[src/rtl/regfile_wport_sched_if.sv]
// Port bundle for the register-file write-port scheduler: writeback, long-latency
// result, pending-write lookup and registered write-port outputs.
interface regfile_wport_sched_if #(
    parameter int unsigned AW = 5,
    parameter int unsigned DW = 32
);
    logic          wb_we;
    logic [AW-1:0] wb_addr;
    logic [DW-1:0] wb_data;
    logic          wb_stall;
    logic          lu_valid;
    logic          lu_ready;
    logic [AW-1:0] lu_addr;
    logic [DW-1:0] lu_data;
    logic [AW-1:0] chk_a1;
    logic [AW-1:0] chk_a2;
    logic          pend1;
    logic          pend2;
    logic          rf_we;
    logic [AW-1:0] rf_addr;
    logic [DW-1:0] rf_wdata;
    logic          init_busy;

    modport master (
        output wb_we, wb_addr, wb_data, lu_valid, lu_addr, lu_data, chk_a1, chk_a2,
        input  wb_stall, lu_ready, pend1, pend2, rf_we, rf_addr, rf_wdata, init_busy
    );

    modport slave (
        input  wb_we, wb_addr, wb_data, lu_valid, lu_addr, lu_data, chk_a1, chk_a2,
        output wb_stall, lu_ready, pend1, pend2, rf_we, rf_addr, rf_wdata, init_busy
    );
endinterface

[src/rtl/regfile_wport_sched.sv]
// Register-file write-port scheduler: zero-fills all registers after reset, then
// arbitrates the single write port between writeback and a buffered long-latency unit.
module regfile_wport_sched #(
    parameter int unsigned NREGS      = 32,
    parameter int unsigned AW         = 5,
    parameter int unsigned DW         = 32,
    parameter int unsigned DEPTH      = 2,
    parameter int unsigned STARVE_LIM = 4
) (
    input  logic                 clk,
    input  logic                 rst,
    regfile_wport_sched_if.slave bus
);
    localparam int unsigned PW = (DEPTH > 1) ? $clog2(DEPTH) : 1;
    localparam int unsigned CW = PW + 1;
    localparam int unsigned SW = $clog2(STARVE_LIM + 1);

    typedef enum logic {S_INIT, S_RUN} state_t;

    state_t        state, state_nxt;
    logic [AW-1:0] init_cnt, init_cnt_nxt;
    logic [PW-1:0] rd_ptr, wr_ptr;
    logic [CW-1:0] count;
    logic [SW-1:0] starve_cnt, starve_nxt;
    logic          rf_we, rf_we_nxt;
    logic [AW-1:0] rf_addr, rf_addr_nxt;
    logic [DW-1:0] rf_wdata, rf_wdata_nxt;
    logic          rf_src_lu, rf_src_nxt;
    logic          wb_stall_c, lu_ready_c;
    logic          pop, push, empty, full;
    logic          hit1, hit2;

    logic [AW-1:0] fifo_addr [DEPTH];
    logic [DW-1:0] fifo_data [DEPTH];

    assign empty = (count == '0);
    assign full  = (count == CW'(DEPTH));
    // Register-0 results complete the handshake but are never stored
    assign push  = bus.lu_valid && lu_ready_c && (bus.lu_addr != '0);

    // Next-state and write-port decision
    always_comb begin
        state_nxt    = state;
        init_cnt_nxt = init_cnt;
        rf_we_nxt    = 1'b0;
        rf_addr_nxt  = rf_addr;
        rf_wdata_nxt = rf_wdata;
        rf_src_nxt   = 1'b0;
        pop          = 1'b0;
        wb_stall_c   = 1'b1;
        lu_ready_c   = 1'b0;
        case (state)
            S_INIT: begin
                rf_we_nxt    = 1'b1;
                rf_addr_nxt  = init_cnt;
                rf_wdata_nxt = '0;
                init_cnt_nxt = init_cnt + AW'(1);
                if (init_cnt == AW'(NREGS - 1)) state_nxt = S_RUN;
            end
            S_RUN: begin
                lu_ready_c = !full;
                wb_stall_c = 1'b0;
                if (!empty && (starve_cnt == SW'(STARVE_LIM))) begin
                    pop        = 1'b1;
                    wb_stall_c = 1'b1;
                end else if (bus.wb_we) begin
                    rf_we_nxt    = (bus.wb_addr != '0);
                    rf_addr_nxt  = bus.wb_addr;
                    rf_wdata_nxt = bus.wb_data;
                end else if (!empty) begin
                    pop = 1'b1;
                end
                if (pop) begin
                    rf_we_nxt    = 1'b1;
                    rf_addr_nxt  = fifo_addr[rd_ptr];
                    rf_wdata_nxt = fifo_data[rd_ptr];
                    rf_src_nxt   = 1'b1;
                end
            end
            default: state_nxt = S_INIT;
        endcase
    end

    // Starvation counter: counts RUN cycles a queued result waits without a slot
    always_comb begin
        starve_nxt = '0;
        if ((state == S_RUN) && !empty && !pop)
            starve_nxt = (starve_cnt == SW'(STARVE_LIM)) ? starve_cnt : starve_cnt + SW'(1);
    end

    always_ff @(posedge clk or posedge rst) begin
        if (rst) begin
            state      <= S_INIT;
            init_cnt   <= '0;
            rd_ptr     <= '0;
            wr_ptr     <= '0;
            count      <= '0;
            starve_cnt <= '0;
            rf_we      <= 1'b0;
            rf_addr    <= '0;
            rf_wdata   <= '0;
            rf_src_lu  <= 1'b0;
        end else begin
            state      <= state_nxt;
            init_cnt   <= init_cnt_nxt;
            starve_cnt <= starve_nxt;
            rf_we      <= rf_we_nxt;
            rf_addr    <= rf_addr_nxt;
            rf_wdata   <= rf_wdata_nxt;
            rf_src_lu  <= rf_src_nxt;
            if (pop)  rd_ptr <= rd_ptr + PW'(1);
            if (push) wr_ptr <= wr_ptr + PW'(1);
            count <= count + CW'(push) - CW'(pop);
        end
    end

    // Payload storage needs no reset; validity is tracked by count
    always_ff @(posedge clk) begin
        if (push) begin
            fifo_addr[wr_ptr] <= bus.lu_addr;
            fifo_data[wr_ptr] <= bus.lu_data;
        end
    end

    // Pending lookup over valid FIFO entries plus a FIFO-sourced slot on rf_*
    always_comb begin
        hit1 = rf_we && rf_src_lu && (rf_addr == bus.chk_a1);
        hit2 = rf_we && rf_src_lu && (rf_addr == bus.chk_a2);
        for (int unsigned i = 0; i < DEPTH; i++) begin
            if (CW'(i) < count) begin
                if (fifo_addr[rd_ptr + PW'(i)] == bus.chk_a1) hit1 = 1'b1;
                if (fifo_addr[rd_ptr + PW'(i)] == bus.chk_a2) hit2 = 1'b1;
            end
        end
    end

    assign bus.pend1     = (state == S_RUN) && (bus.chk_a1 != '0) && hit1;
    assign bus.pend2     = (state == S_RUN) && (bus.chk_a2 != '0) && hit2;
    assign bus.wb_stall  = wb_stall_c;
    assign bus.lu_ready  = lu_ready_c;
    assign bus.init_busy = (state == S_INIT);
    assign bus.rf_we     = rf_we;
    assign bus.rf_addr   = rf_addr;
    assign bus.rf_wdata  = rf_wdata;
endmodule

[src/flat_wrapper.sv]
// flat-port wrapper written by rule: the top's interface ports become plain ports
module regfile_wport_sched_flat 
#(
    parameter int unsigned NREGS      = 32,
    parameter int unsigned AW         = 5,
    parameter int unsigned DW         = 32,
    parameter int unsigned DEPTH      = 2,
    parameter int unsigned STARVE_LIM = 4
)
  (clk, rst, bus_wb_we, bus_wb_addr, bus_wb_data, bus_lu_valid, bus_lu_addr, bus_lu_data, bus_chk_a1, bus_chk_a2, bus_wb_stall, bus_lu_ready, bus_pend1, bus_pend2, bus_rf_we, bus_rf_addr, bus_rf_wdata, bus_init_busy);
  regfile_wport_sched_if #(.AW(AW), .DW(DW)) bus_i ();
  input  logic clk;
  input  logic rst;
  input wire logic [$bits(bus_i.wb_we)-1:0] bus_wb_we;
  input wire logic [$bits(bus_i.wb_addr)-1:0] bus_wb_addr;
  input wire logic [$bits(bus_i.wb_data)-1:0] bus_wb_data;
  input wire logic [$bits(bus_i.lu_valid)-1:0] bus_lu_valid;
  input wire logic [$bits(bus_i.lu_addr)-1:0] bus_lu_addr;
  input wire logic [$bits(bus_i.lu_data)-1:0] bus_lu_data;
  input wire logic [$bits(bus_i.chk_a1)-1:0] bus_chk_a1;
  input wire logic [$bits(bus_i.chk_a2)-1:0] bus_chk_a2;
  output wire logic [$bits(bus_i.wb_stall)-1:0] bus_wb_stall;
  output wire logic [$bits(bus_i.lu_ready)-1:0] bus_lu_ready;
  output wire logic [$bits(bus_i.pend1)-1:0] bus_pend1;
  output wire logic [$bits(bus_i.pend2)-1:0] bus_pend2;
  output wire logic [$bits(bus_i.rf_we)-1:0] bus_rf_we;
  output wire logic [$bits(bus_i.rf_addr)-1:0] bus_rf_addr;
  output wire logic [$bits(bus_i.rf_wdata)-1:0] bus_rf_wdata;
  output wire logic [$bits(bus_i.init_busy)-1:0] bus_init_busy;
  assign bus_i.wb_we = bus_wb_we;
  assign bus_i.wb_addr = bus_wb_addr;
  assign bus_i.wb_data = bus_wb_data;
  assign bus_i.lu_valid = bus_lu_valid;
  assign bus_i.lu_addr = bus_lu_addr;
  assign bus_i.lu_data = bus_lu_data;
  assign bus_i.chk_a1 = bus_chk_a1;
  assign bus_i.chk_a2 = bus_chk_a2;
  assign bus_wb_stall = bus_i.wb_stall;
  assign bus_lu_ready = bus_i.lu_ready;
  assign bus_pend1 = bus_i.pend1;
  assign bus_pend2 = bus_i.pend2;
  assign bus_rf_we = bus_i.rf_we;
  assign bus_rf_addr = bus_i.rf_addr;
  assign bus_rf_wdata = bus_i.rf_wdata;
  assign bus_init_busy = bus_i.init_busy;
  regfile_wport_sched #(.NREGS(NREGS), .AW(AW), .DW(DW), .DEPTH(DEPTH), .STARVE_LIM(STARVE_LIM)) u_core (.clk(clk), .rst(rst), .bus(bus_i));
endmodule
[config.mk]
export PLATFORM = sky130hd
export DESIGN_NAME = regfile_wport_sched_flat
export DESIGN_NICKNAME = d
export VERILOG_FILES = /design/src/rtl/regfile_wport_sched_if.sv /design/src/rtl/regfile_wport_sched.sv /design/src/flat_wrapper.sv
export SDC_FILE = /design/constraint.sdc
export NUM_CORES = 1
export LEC_CHECK = 0
export ABC_AREA = 1
export BUFFER_PORTS_ARGS = -buffer_cell sky130_fd_sc_hd__buf_4
export CORE_UTILIZATION = 45
export DETAILED_ROUTE_END_ITERATION = 10
export MAX_ROUTING_LAYER = met4
export PLACE_DENSITY = 0.68
export SLEW_MARGIN = 25
export SYNTH_ARGS = -nofsm -noshare
export SYNTH_HDL_FRONTEND = slang
export SYNTH_SLANG_ARGS = --single-unit
[constraint.sdc]
create_clock -name clk -period 6 [get_ports clk]
set_input_delay 0.9 -clock clk [delete_from_list [all_inputs] [get_ports clk]]
set_output_delay 0.9 -clock clk [all_outputs]
set_load 0.005 [all_outputs]
==> results of run 1 <==
## registers in the layout, indices dropped and copies added, names as in the netlist
name / count
u_core.bus.rf_addr: 5
u_core.bus.rf_wdata: 32
u_core.init_cnt: 5
u_core.wr_ptr: 1
u_core.bus.rf_we: 1
u_core.rf_src_lu: 1
u_core.state: 1
u_core.starve_cnt: 3
u_core.count: 2
u_core.fifo_data: 64
u_core.rd_ptr: 1
u_core.fifo_addr: 10
## metrics by stage
stage / hold slack, ns / area (um^2)
6_report: 0.458 / 7480
5_1_grt: 0.489 / 7480
4_1_cts: 0.462 / 7480
3_5_place_dp: 0.455 / 6910
3_3_place_gp: 0.442 / 6870
2_1_floorplan: 0.431 / 5830
## worst max-delay path, stage by stage, from the launching register on
cell     delay (ns)
dfrtp_2        0.96
inv_2          0.61
nand2_1        0.27
nand2_1        0.12
nand2_1        0.07
nand2_1        0.06
nor2_1         0.09
nand3_1        0.08
nand3_1        0.07
nand2_1        0.05
inv_1          0.05
buf_4          0.10
## layout make-up
cell class              instances  area, um^2
repair buffers                133        1020
well taps                     172         215
fillers                      1142        5140
clock buffers                  17         425
multi-input cells             409        1940
flip-flops and latches        126        3520
clock inverters                15         139
inverters                      55         213
## cell usage after synthesis, drive strengths merged
library cell  number
clkbuf             5
buf               19
nand3b             1
edfxtp            74
o21ai            110
nor2              97
nand3             33
dfrtp             52
a41oi              1
o22ai              9
nand2            131
nor3               5
xor2               7
nand4              2
or2                1
inv               54
xnor2              3
clkinv             1
ha                 6
a21oi              3
## power groups by stage
stage                     logic (mW)  clock network, mW  registers (mW)
after detailed placement        1.14                  0            1.41
after CTS                       1.15              0.978            1.40
after global routing            1.28               1.02            1.43
after floorplan                0.728                  0            1.35
after global placement          1.09                  0            1.40
final                           1.13              0.965            1.40
## placed cells by master, fill, tap and decap left out, drive strengths merged, types with 8 or more instances in the layout
master  count
edfxtp     74
dfrtp      52
buf       133
nand2     131
inv        57
clkbuf     17
nor2       97
o21ai     110
nand3      33
o22ai       9
clkinv      8
## per-layer routing
layer | track usage | wire length, um | up-vias | part of all wire
met5 | - | 0 | - | 0
met4 | 0.0974 | 316 | 0 | 0.021
met3 | 0.0528 | 852 | 25 | 0.057
met2 | 0.400 | 7400 | 175 | 0.50
met1 | 0.291 | 6300 | 2261 | 0.42
li1 | - | - | 2304 | -
## final timing paths
| path | end | slack, ns | cells past startpoint |
|---|---|---|---|
| setup reg to reg | u_core.bus.rf_addr[4] | 3.48 | 6 |
| hold / removal | u_core.starve_cnt[0] | 0.46 | 1 |
| hold reg to reg | u_core.starve_cnt[0] | 0.46 | 1 |
| min in group asynchronous | u_core.bus.rf_wdata[0] | 0.69 | 3 |
| setup / recovery | bus_pend1 | 2.11 | 11 |
| max in group asynchronous | u_core.rd_ptr | 4.80 | 3 |
## cells by family after synthesis
family / after synthesis / share of synthesized area
simple gates: 270 / 0.190
compound gates: 123 / 0.111
xor+xnor: 10 / 0.0150
fa+ha+maj: 6 / 0.0129
buf+inv: 79 / 0.0661
flops: 126 / 0.604
==> metrics.md, run 1 <==
| Metric | Value |
|---|---|
| Largest net degree at the start of global routing | 65 |
| RSZ-0062 raised after global routing | no |
| Internal power | between 2 and 2.5 mW |
| Max cap viols | 0 |
| Slew margin rel. | 0.382 |
| Critical path required time | slightly above 5 ns |
| Synth top area share | 0.381 |
| Post-layout min period | just under 4 ns |
| Vias | about 4800 |
| P per Cell Area | 467 mW/mm^2 |
| Non-filler cells, final | about 930 |
| Pins Over Slew Limit | 0 |
| Clock power share | 0.276 |
| Placed cells | approximately 900 |
| Area Growth Syn to Fin | 28.2% |
| Peak VDD IR | around 0.27 mV |
| Vias per cell | roughly 5 |
| Site Rows | 41 |
| DR DRC count | 0 |
| # diodes | 0 |
| Setup CP Type | reg2out |
| Port bufs | 130 |
| Status | finished, final reports clean |
| Hold_buf cts | 0 |
| Clk slew on worst S/H paths | roughly 0.060 ns |
| Die width | about 120 um |
| Clock Tree Root | clkbuf_16 |
| Share of post-route cells with drive strength above 1 | 0.248 |
| Synth warn | 0 |
| Core ar. | 0.0126 mm^2 |
| Fmax | between 200 and 300 MHz |
| Dominant cell type by area after synthesis | edfxtp_1 |
| Htree depth | 4 |
| Remaining global-route overflow | 0 |
| CP Launch Point | u_core.rd_ptr |
| Worst Path Max Fanout | 50 |
| CP arrival | 2.99 ns |
| Hold Vio Cnt, Final | 0 |
| Fin crit share | 0.649 |
| Tot Pwr | 3.49 mW |
| Die Area | between 0.01 and 0.015 mm^2 |
| Initial antenna violation count | 0 |
| Clock latency on the worst-skew pair | about 0.42 ns |
| #FFs+latches synth | around 130 |
| Post-DRT Antenna Nets | 0 |
| Yosys cell types | 31 |
| Syn nets | 708 |
| Initial DRC count | 300 |
| Resize count post-CTS | 0 |
| Sequential fraction of the synthesis area | 0.604 |
| Total clock sinks | ~130 |
| Final Setup Violations | 0 |
| Synth Instances | ~600 |
| Number of global-route vias before repair | ~4700 |
| Post-Route Utilization | 0.592 |
| Comb pwr share | 0.324 |
| Top post-synthesis cells by area | edfxtp_1, dfrtp_1, nand2_1 |
| Sw power | 1.24 mW |
| Switching portion of total power | 0.356 |
| Die height | ~120 um |
| First-pass GRT wire length | 23500 um |
| Clock tree buffer depth | 2 |
| TritonRoute pass-1 iters | 5 |
| I/O pin total | roughly 130 |
| Final Net Count | around 840 |
| HPWL after DPL | between 10000 and 15000 um |
| Reg-to-Reg Start | u_core.rd_ptr |
| Syn Std Cell Area | 0.00583 mm^2 |
| Overall Global Routing Usage | 0.243 |
| Post-CTS Setup Inserts | 0 |
| Worst Skew | ~0.016 ns |
| Drt total wl | between 10000 and 15000 um |
| Crit end category | primary output |
| Final worst setup slack | ~2.1 ns |
| Part of the power in registers | 0.400 |
| Final RePlAce weighted congestion | about 0.9 |
| Startpoint types | register |
| Syn Area/Cell | between 9 and 10 um^2 |
| Hold Path Class | reg2reg |
| Post-place setup slack | roughly 2.5 ns |
| Initial Utilization | 0.462 |
| TritonCTS clock tree | done |
| Tightest Pin Transition | 0.927 ns |
| Hold Crit Start | u_core.starve_cnt[0] |
| Pleak | approximately 3.3 nW |
| Setup TNS Final | 0 ns |
| CTS buffer count | 17 |
| WL/cell | between 15 and 20 um |
(Power assumes the default switching activity.)
==> run 2, diff against run 1 <==
==> constraint.sdc (replaced) <==
create_clock -name clk -period 3.6 [get_ports clk]
set_input_delay 0.54 -clock clk [delete_from_list [all_inputs] [get_ports clk]]
set_output_delay 0.54 -clock clk [all_outputs]
set_load 0.005 [all_outputs]
==> run 2 against run 1 <==
Compared with the run above: clock skew fell by 0.0027 ns; count of clock-buffer cells in the layout increased by 2; combinational power is 69% higher; final area is 0.64% higher; total power rose by 71%; via count shrank 1.6%; sequential power grew 63%; first-iteration DRC count up 29%; cell count is 0.11% higher.
==> metrics.md, run 2 (synthesis results as in run 1) <==
| Metric | Value |
|---|---|
| Multi-input gate area | 0.00194 mm^2 |
| Htree depth | 4 |
| Total clock sinks | 126 |
| Worst Path Max Fanout | 31 |
| Overall Global Routing Usage | 0.237 |
| Vias | 4691 |
| Top flop regs | u_core.fifo_data x64, u_core.bus.rf_wdata x32, u_core.fifo_addr x10 |
| Post-Route Utilization | 0.596 |
| Register with the most flip-flops | u_core.fifo_data |
| Critical path required time | 3.06 ns |
| TritonRoute pass-1 iters | 7 |
| FILL cells | 1097 |
| Initial Utilization | 0.462 |
| Largest net degree at the start of global routing | 65 |
| I/O pin total | between 100 and 150 |
| Pleak | about 3.4 nW |
| Core ar. | 0.0126 mm^2 |
| Resize count post-CTS | 0 |
| Final RePlAce weighted congestion | between 1 and 1.5 |
| First-pass GRT wire length | 22900 um |
| Setup CP Type | reg2out |
| Share of post-route cells with drive strength above 1 | 0.249 |
| Post-DRT Antenna Nets | 0 |
| Hold Path Class | in2async |
| Max cap viols | 0 |
| Setup TNS Final | 0 ns |
| HPWL after DPL | 9900 um |
| Max FFs per register | 64 |
| Number of global-route vias before repair | about 4600 |
| Critical-path top delay cell | dfrtp_2 |
| Startpoint types | register |
| Worst path bufs/invs | 3 |
| Clock tree buffer depth | 2 |
| Slowest Stage Delay on Critical Path | around 0.55 ns |
| Die Area | between 0.01 and 0.015 mm^2 |
| Fmax | between 300 and 400 MHz |
| Remaining global-route overflow | 0 |
| Status | finished, final reports clean |
| Hold_buf cts | 0 |
| Site Rows | 41 |
| # diodes | 0 |
| Clock Tree Root | clkbuf_16 |
| Final Setup Violations | 0 |
| Area Growth Syn to Fin | 29.1% |
| Slew margin rel. | 0.473 |
| Top delay family on crit path | simple AND/OR/NAND/NOR gates |
| Post-CTS Setup Inserts | 0 |
| Final Net Count | approximately 840 |
| Initial DRC count | just under 400 |
| Die height | 116 um |
| CP cell instances | inv_2 -> nand2_1 -> nand2_1 -> nand2_1 -> nand2_1 -> nor2_1 -> nand3_1 -> nand3_1 -> nand2_1 -> inv_1 -> buf_4 |
| Crit end category | primary output |
| Clock latency on the worst-skew pair | between 0.4 and 0.5 ns |
| Port bufs | between 100 and 150 |
| Clk slew on worst S/H paths | roughly 0.06 ns |
| Cell mode on critical path | nand2_1 |
| Fin crit share | 0.786 |
| P per Cell Area | a little under 800 mW/mm^2 |
| FF+latch area | roughly 0.0035 mm^2 |
| Tightest Pin Transition | between 0.7 and 0.8 ns |
| Pins Over Slew Limit | 0 |
| Peak VDD IR | 0.414 mV |
| Commonest cells after routing, fill and taps aside | buf_4, nand2_1, nor2_1 |
| Hold Vio Cnt, Final | 0 |
| Initial antenna violation count | 0 |
| Worst Skew | about 0.013 ns |
| CP arrival | ~2.3 ns |
| WL/cell | 15.6 um |
| Vias per cell | ~5.1 |
| RSZ-0062 raised after global routing | no |
| Die width | 116 um |
| TritonCTS clock tree | done |
| Most common cell after layout, fill and taps aside | buf_4 |
| Post-layout min period | 2.83 ns |
| Drt total wl | about 14000 um |
| DR DRC count | 0 |
| CTS buffer count | 17 |
==> run 2: area by class of cell <==
cell class	instances	area share
well taps	172	0.0286
repair buffers	134	0.134
inverters	55	0.0286
clock buffers	19	0.0632
multi-input cells	409	0.257
flip-flops and latches	126	0.468
clock inverters	13	0.0201
==> run 2: metrics by stage <==
stage / hold WS [ns] / power, mW / worst slack (ns) / instances / cell area [um^2]
after floorplan: 0.431 / 3.46 / 0.704 / 614 / 5830
after global placement: 0.443 / 4.15 / 1.22 / 896 / 6890
after detailed placement: 0.456 / 4.22 / 1.19 / 896 / 6900
after CTS: 0.263 / 5.99 / 0.744 / 928 / 7520
after global routing: 0.283 / 6.35 / 0.513 / 928 / 7520
final: 0.254 / 5.96 / 0.769 / 928 / 7520
==> run 2: routing by layer <==
metal	global-route usage	part of all wire
met5	-	0
met4	0.102	0.018
met3	0.0690	0.056
met1	0.290	0.44
met2	0.368	0.49
==> run 2: worst paths after layout <==
check	start	endpoint	slack, ns	cells after the start
worst max-delay path	u_core.rd_ptr	bus_pend1	0.77	11
worst min-delay path	rst	u_core.starve_cnt[0]	0.25	2
worst max register to register	u_core.state	u_core.fifo_data[1][22]	1.30	5
worst min register to register	u_core.starve_cnt[0]	u_core.starve_cnt[0]	0.46	1
max in group asynchronous	rst	u_core.rd_ptr	2.84	2
min in group clk	bus_lu_data[15]	u_core.fifo_data[1][15]	0.31	1
==> run 2: report_power, final <==
| group | internal (mW) | switching (mW) |
|---|---|---|
| Combinational | 0.772 | 1.14 |
| Clock | 1.11 | 0.654 |
| Sequential | 2.01 | 0.275 |
